[src/rtl/rr_mux_sel.sv]
// Registered N-to-1 round-robin channel multiplexer with valid/ready on every port.
// Define RR_MUX_SEL_LOCK_EN to add in_last/out_last and burst locking to the granted channel.
module rr_mux_sel #(
    parameter int unsigned WIDTH  = 32,
    parameter int unsigned NUM_CH = 4,
    localparam int unsigned SEL_W = $clog2(NUM_CH)
) (
    input  logic                    clk_i,
    input  logic                    rst_ni,
    input  logic [NUM_CH-1:0]       in_valid_i,
    input  logic [NUM_CH*WIDTH-1:0] in_data_i,
    output logic [NUM_CH-1:0]       in_ready_o,
    output logic                    out_valid_o,
    output logic [WIDTH-1:0]        out_data_o,
    output logic [SEL_W-1:0]        out_ch_o,
`ifdef RR_MUX_SEL_LOCK_EN
    input  logic [NUM_CH-1:0]       in_last_i,
    output logic                    out_last_o,
`endif
    input  logic                    out_ready_i
);

    logic                 out_valid_q, out_valid_d;
    logic [WIDTH-1:0]     out_data_q, out_data_d;
    logic [SEL_W-1:0]     out_ch_q, out_ch_d;
    logic [SEL_W-1:0]     ptr_q, ptr_d;

    logic                 load;
    logic                 any_req;
    logic                 fire;
    logic [NUM_CH-1:0]    req;
    logic [2*NUM_CH-1:0]  req2;
    logic [NUM_CH-1:0]    rot;
    logic [SEL_W:0]       off;
    logic [SEL_W:0]       sum;
    logic [SEL_W:0]       grant_inc;
    logic [SEL_W-1:0]     grant;
    logic [SEL_W-1:0]     grant_next;
    logic [WIDTH-1:0]     sel_data;

`ifdef RR_MUX_SEL_LOCK_EN
    typedef enum logic {StArb, StLocked} state_e;

    state_e               state_q, state_d;
    logic [SEL_W-1:0]     lock_ch_q, lock_ch_d;
    logic                 out_last_q, out_last_d;
    logic                 sel_last;
`endif

    // Request mask: while locked only the owning channel may compete.
    always_comb begin
        for (int unsigned i = 0; i < NUM_CH; i++) begin
`ifdef RR_MUX_SEL_LOCK_EN
            req[i] = in_valid_i[i] & ((state_q == StArb) | (lock_ch_q == SEL_W'(i)));
`else
            req[i] = in_valid_i[i];
`endif
        end
    end

    // Rotate requests so bit 0 is the pointer position, then take the first set bit.
    always_comb begin
        req2    = {req, req};
        rot     = NUM_CH'(req2 >> ptr_q);
        any_req = 1'b0;
        off     = '0;
        for (int unsigned k = 0; k < NUM_CH; k++) begin
            if (!any_req && rot[k]) begin
                any_req = 1'b1;
                off     = (SEL_W+1)'(k);
            end
        end
        sum = {1'b0, ptr_q} + off;
        if (sum >= (SEL_W+1)'(NUM_CH)) begin
            sum = sum - (SEL_W+1)'(NUM_CH);
        end
        grant     = sum[SEL_W-1:0];
        grant_inc = {1'b0, grant} + (SEL_W+1)'(1);
        if (grant_inc == (SEL_W+1)'(NUM_CH)) begin
            grant_inc = '0;
        end
        grant_next = grant_inc[SEL_W-1:0];
    end

    always_comb begin
        sel_data = '0;
`ifdef RR_MUX_SEL_LOCK_EN
        sel_last = 1'b0;
`endif
        for (int unsigned i = 0; i < NUM_CH; i++) begin
            if (grant == SEL_W'(i)) begin
                sel_data = in_data_i[i*WIDTH +: WIDTH];
`ifdef RR_MUX_SEL_LOCK_EN
                sel_last = in_last_i[i];
`endif
            end
        end
    end

    // Reset gating keeps in_ready low while rst_ni is held, even though load is high.
    always_comb begin
        load = ~out_valid_q | out_ready_i;
        fire = load & any_req & rst_ni;
        for (int unsigned i = 0; i < NUM_CH; i++) begin
            in_ready_o[i] = fire & (grant == SEL_W'(i));
        end
    end

    always_comb begin
        out_valid_d = out_valid_q;
        out_data_d  = out_data_q;
        out_ch_d    = out_ch_q;
        ptr_d       = ptr_q;
`ifdef RR_MUX_SEL_LOCK_EN
        state_d     = state_q;
        lock_ch_d   = lock_ch_q;
        out_last_d  = out_last_q;
`endif
        if (load) begin
            if (any_req) begin
                out_valid_d = 1'b1;
                out_data_d  = sel_data;
                out_ch_d    = grant;
`ifdef RR_MUX_SEL_LOCK_EN
                out_last_d  = sel_last;
                if (state_q == StArb) begin
                    ptr_d = grant_next;
                    if (!sel_last) begin
                        state_d   = StLocked;
                        lock_ch_d = grant;
                    end
                end else if (sel_last) begin
                    state_d = StArb;
                    ptr_d   = grant_next;
                end
`else
                ptr_d       = grant_next;
`endif
            end else begin
                out_valid_d = 1'b0;
            end
        end
    end

    always_ff @(posedge clk_i or negedge rst_ni) begin
        if (!rst_ni) begin
            out_valid_q <= 1'b0;
            out_data_q  <= '0;
            out_ch_q    <= '0;
            ptr_q       <= '0;
`ifdef RR_MUX_SEL_LOCK_EN
            state_q     <= StArb;
            lock_ch_q   <= '0;
            out_last_q  <= 1'b0;
`endif
        end else begin
            out_valid_q <= out_valid_d;
            out_data_q  <= out_data_d;
            out_ch_q    <= out_ch_d;
            ptr_q       <= ptr_d;
`ifdef RR_MUX_SEL_LOCK_EN
            state_q     <= state_d;
            lock_ch_q   <= lock_ch_d;
            out_last_q  <= out_last_d;
`endif
        end
    end

    assign out_valid_o = out_valid_q;
    assign out_data_o  = out_data_q;
    assign out_ch_o    = out_ch_q;
`ifdef RR_MUX_SEL_LOCK_EN
    assign out_last_o  = out_last_q;
`endif

endmodule

[config.mk]
export PLATFORM = sky130hd
export DESIGN_NAME = rr_mux_sel
export DESIGN_NICKNAME = d
export VERILOG_FILES = /design/src/rtl/rr_mux_sel.sv
export SDC_FILE = /design/constraint.sdc
export NUM_CORES = 1
export LEC_CHECK = 0
export CAP_MARGIN = 10
export CORE_UTILIZATION = 38
export CTS_BUF_LIST = sky130_fd_sc_hd__clkbuf_8 sky130_fd_sc_hd__clkbuf_16
export CTS_CLUSTER_SIZE = 20
export DETAILED_ROUTE_END_ITERATION = 12
export PLACE_DENSITY = 0.83
export SYNTH_ARGS = -nofsm -noshare
export SYNTH_HDL_FRONTEND = slang
export SYNTH_SLANG_ARGS = --single-unit
[constraint.sdc]
create_clock -name clk_i -period 8 [get_ports clk_i]
set_input_delay 1.6 -clock clk_i [delete_from_list [all_inputs] [get_ports clk_i]]
set_output_delay 1.6 -clock clk_i [all_outputs]
set_load 0.005 [all_outputs]
==> flow_metrics.env <==
export IMPL_status="completed"
export IMPL_portBuffers=173
export IMPL_routedWlPerCell_microns=16.61
export IMPL_period_minus_slack_ns=6.103
export IMPL_yosysWarnings=0
export IMPL_antenna_found_initial=0
export IMPL_dpl_hpwl_microns=6178
export IMPL_cts_hold_repair_buffers=0
export IMPL_drive_above_1_share=0.04587
export IMPL_grt_pass1_wl_microns=12800
export IMPL_start_util=0.4037
export IMPL_area_growth_syn_to_layout_pct=72.85
export IMPL_cts_buffer_depth=2
export IMPL_clkTransAtPathRegs_ns=0.07
export IMPL_max_slew_margin_rel=0.2823
export IMPL_antenna_left=0
export IMPL_synth_distinct_cells=33
export IMPL_syn_avg_cell_area_sq_um=8.697
export IMPL_routed_wl_microns=8489
export IMPL_insertion_delay_ns=0.28
export IMPL_drv_slew=0
export IMPL_die_h_microns=82.48
export IMPL_dp_cells=503
export IMPL_fin_nets=575
export IMPL_worst_clock_skew_ns=0.008835
export IMPL_worstPathRequired_ns=6.40
export IMPL_cts_buffers=5
export IMPL_final_cells=511
export IMPL_cts_tree="built"
export IMPL_cp_start_kind="input pin"
export IMPL_vias=2824
export IMPL_fin_setup_tns_ns=0
export IMPL_crit_type="in -> out"
export IMPL_cts_root_buf="clkbuf_8"
export IMPL_p_leak_uw=0.001626
export IMPL_hold_viol=0
export IMPL_worstMarginPinSlew_ns=1.075
export IMPL_grt_pass1_vias=2719
export IMPL_core_sq_um=6096
export IMPL_cts_setup_buffers=0
export IMPL_dr_pass1_iters=4
export IMPL_grt_usage=0.2552
export IMPL_path_max_fanout=6
export IMPL_cts_htree_levels=2
export IMPL_chipWidth_microns=82.48
export IMPL_synth_top_cell_by_area="dfrtp_1"
export IMPL_synth_nets=423
export IMPL_netlist_area_sq_um=2461
export IMPL_drv_cap=0
export IMPL_grt_start_max_net_pins=75
export IMPL_die_area_sq_um=6802
export IMPL_setup_viol=0
export IMPL_synth_seq_area_share=0.3762
export IMPL_worst_hold_path_type="reg -> reg"
export IMPL_antenna_cells=0
export IMPL_vias_per_cell=5.526
export IMPL_vdd_ir_drop_max_mv=0.4337
export IMPL_cp_data_arrival_time_ns=4.50
export IMPL_place_gp_congestion=0.7723
export IMPL_netlist_instances=283
export IMPL_num_rows=28
export IMPL_synth_top_area_frac=0.3762
export IMPL_end_kind="output pin"
export IMPL_power_density_nw_per_um2=455.1
export IMPL_rsz0062_at_grt="no"
export IMPL_fmax_mhz=163.8
export IMPL_cts_resized=0
export IMPL_fin_hold_ws_ns=0.5234
export IMPL_drt_iter0_markers=115
export IMPL_drc=0
export IMPL_ioPinCount=174
export IMPL_ys_seq_elements=37
export IMPL_gr_total_overflow=0
export IMPL_rrSetupSlack_ns=4.26
export IMPL_yosys_top_cells_area="dfrtp_1, a221o_1, o211ai_1"
export IMPL_clock_sinks=37
export IMPL_final_period_utilization=0.7629
-- final timing paths --
check                                             start                          to  cells past startpoint
worst max-delay path                      in_valid_i[1]               in_ready_o[0]                     11
min in group asynchronous                        rst_ni     out_valid_o$_DFFE_PN0P_                      1
worst min-delay path            out_ch_o[0]$_DFFE_PN0P_     out_ch_o[0]$_DFFE_PN0P_                      1
worst max register to register     ptr_q[0]$_DFFE_PN0P_  out_data_o[20]$_DFFE_PN0P_                     13
max in group asynchronous                        rst_ni  out_data_o[10]$_DFFE_PN0P_                      1
worst min register to register  out_ch_o[0]$_DFFE_PN0P_     out_ch_o[0]$_DFFE_PN0P_                      1
-- layout by cell type, fill, tap and decap left out --
| master | instances |
|---|---|
| nor4_4 | 1 |
| buf_2 | 1 |
| clkinv_2 | 2 |
| and3_1 | 4 |
| and4_1 | 1 |
| o211ai_1 | 32 |
| a21oi_1 | 4 |
| or2b_1 | 1 |
| mux2_2 | 3 |
| dfrtp_1 | 37 |
| nor2b_1 | 4 |
| a32oi_1 | 1 |
| a221o_1 | 31 |
| clkbuf_8 | 5 |
| a211o_1 | 1 |
| nor2b_2 | 1 |
| o21ai_0 | 1 |
| o22ai_1 | 1 |
| nor3b_1 | 3 |
| buf_4 | 5 |
| nand2_1 | 36 |
| xor2_1 | 2 |
| a311oi_1 | 1 |
| inv_1 | 5 |
| nor3_1 | 3 |
| xnor2_1 | 1 |
| clkdlybuf4s50_1 | 172 |
| nor2_4 | 1 |
| ha_1 | 5 |
| a31oi_1 | 32 |
| or2_2 | 1 |
| nor4_1 | 1 |
| nor2_1 | 34 |
| o21a_1 | 1 |
| nand2b_1 | 1 |
| nand3b_1 | 1 |
-- metrics by stage --
step                utilization  power (uW)  worst slack (ns)  cell area (sq um)
floorplan                     -        1318             2.650               2461
global placement         0.6843        1787             2.097               4172
finish                   0.6979        1936             1.897               4254
CTS                      0.6979        1954             1.884               4254
global route             0.6979        2109             1.670               4254
detailed placement       0.6843        1832             1.888               4172
-- state kept, by name (all words and copies together), names as in the netlist --
name and flops:
out_ch_o 2, out_data_o 32, out_valid_o 1, ptr_q 2
-- layout make-up --
class	instances	area [sq um]
timing repair buffer	178	1764
tap	75	93.84
sequential	37	925.9
clock inverter	3	13.76
inverter	4	15.01
fill	532	1842
multi-input combinational	209	1373
clock buffer	5	68.82
-- power breakdown --
| group | total, uW | internal, uW | switching (uW) |
|---|---|---|---|
| clock | 121 | 59.0 | 62.1 |
| combinational | 1470 | 711 | 756 |
| sequential | 349 | 289 | 59.6 |
-- critical path: stages --
cell and delay, ns:
clkdlybuf4s50_1 0.62, inv_1 0.11, nor3_1 0.23, a31oi_1 0.06
o211ai_1 0.20, ha_1 0.19, xor2_1 0.34, xnor2_1 0.21
ha_1 0.26, and3_1 0.17, clkdlybuf4s50_1 0.51
-- cell families after synthesis --
group | synth area share
AOI/OAI and AO/OA | 0.3315
and+or+nand+nor | 0.1734
buffers and inverters | 0.06914
DFF | 0.3762
adders and majority gates | 0.02542
xor gates and xnor gates | 0.01068
muxes | 0.01373
-- Yosys cell counts --
cell type  count
nor3_1         3
nand2b_1       1
nand2_1       36
nor4_1         1
o21a_1         1
or2b_1         1
dfrtp_1       37
xnor2_1        1
nor2b_1        5
nor2_1        34
nor2_2         1
ha_1           5
nor3b_1        3
or2_2          1
clkbuf_1      18
a221o_1       31
a32oi_1        1
o22ai_1        1
and3_1         4
a311oi_1       1
o21ai_0        1
buf_2         13
nor4_4         1
a31oi_1       32
buf_6          2
mux2_2         3
a21oi_1        4
and4_1         1
inv_1          4
a211o_1        1
o211ai_1      32
nand3b_1       1
xor2_1         2
-- per-layer routing --
metal  routed length, microns  global-route usage  vias to the layer above
li1                         -                   -                     1377
met1                     3240              0.2779                     1313
met2                     4435              0.4876                      128
met3                      738             0.06374                        6
met4                       74             0.06316                        0
met5                        0                   0                        -
(Power assumes the default switching activity.)
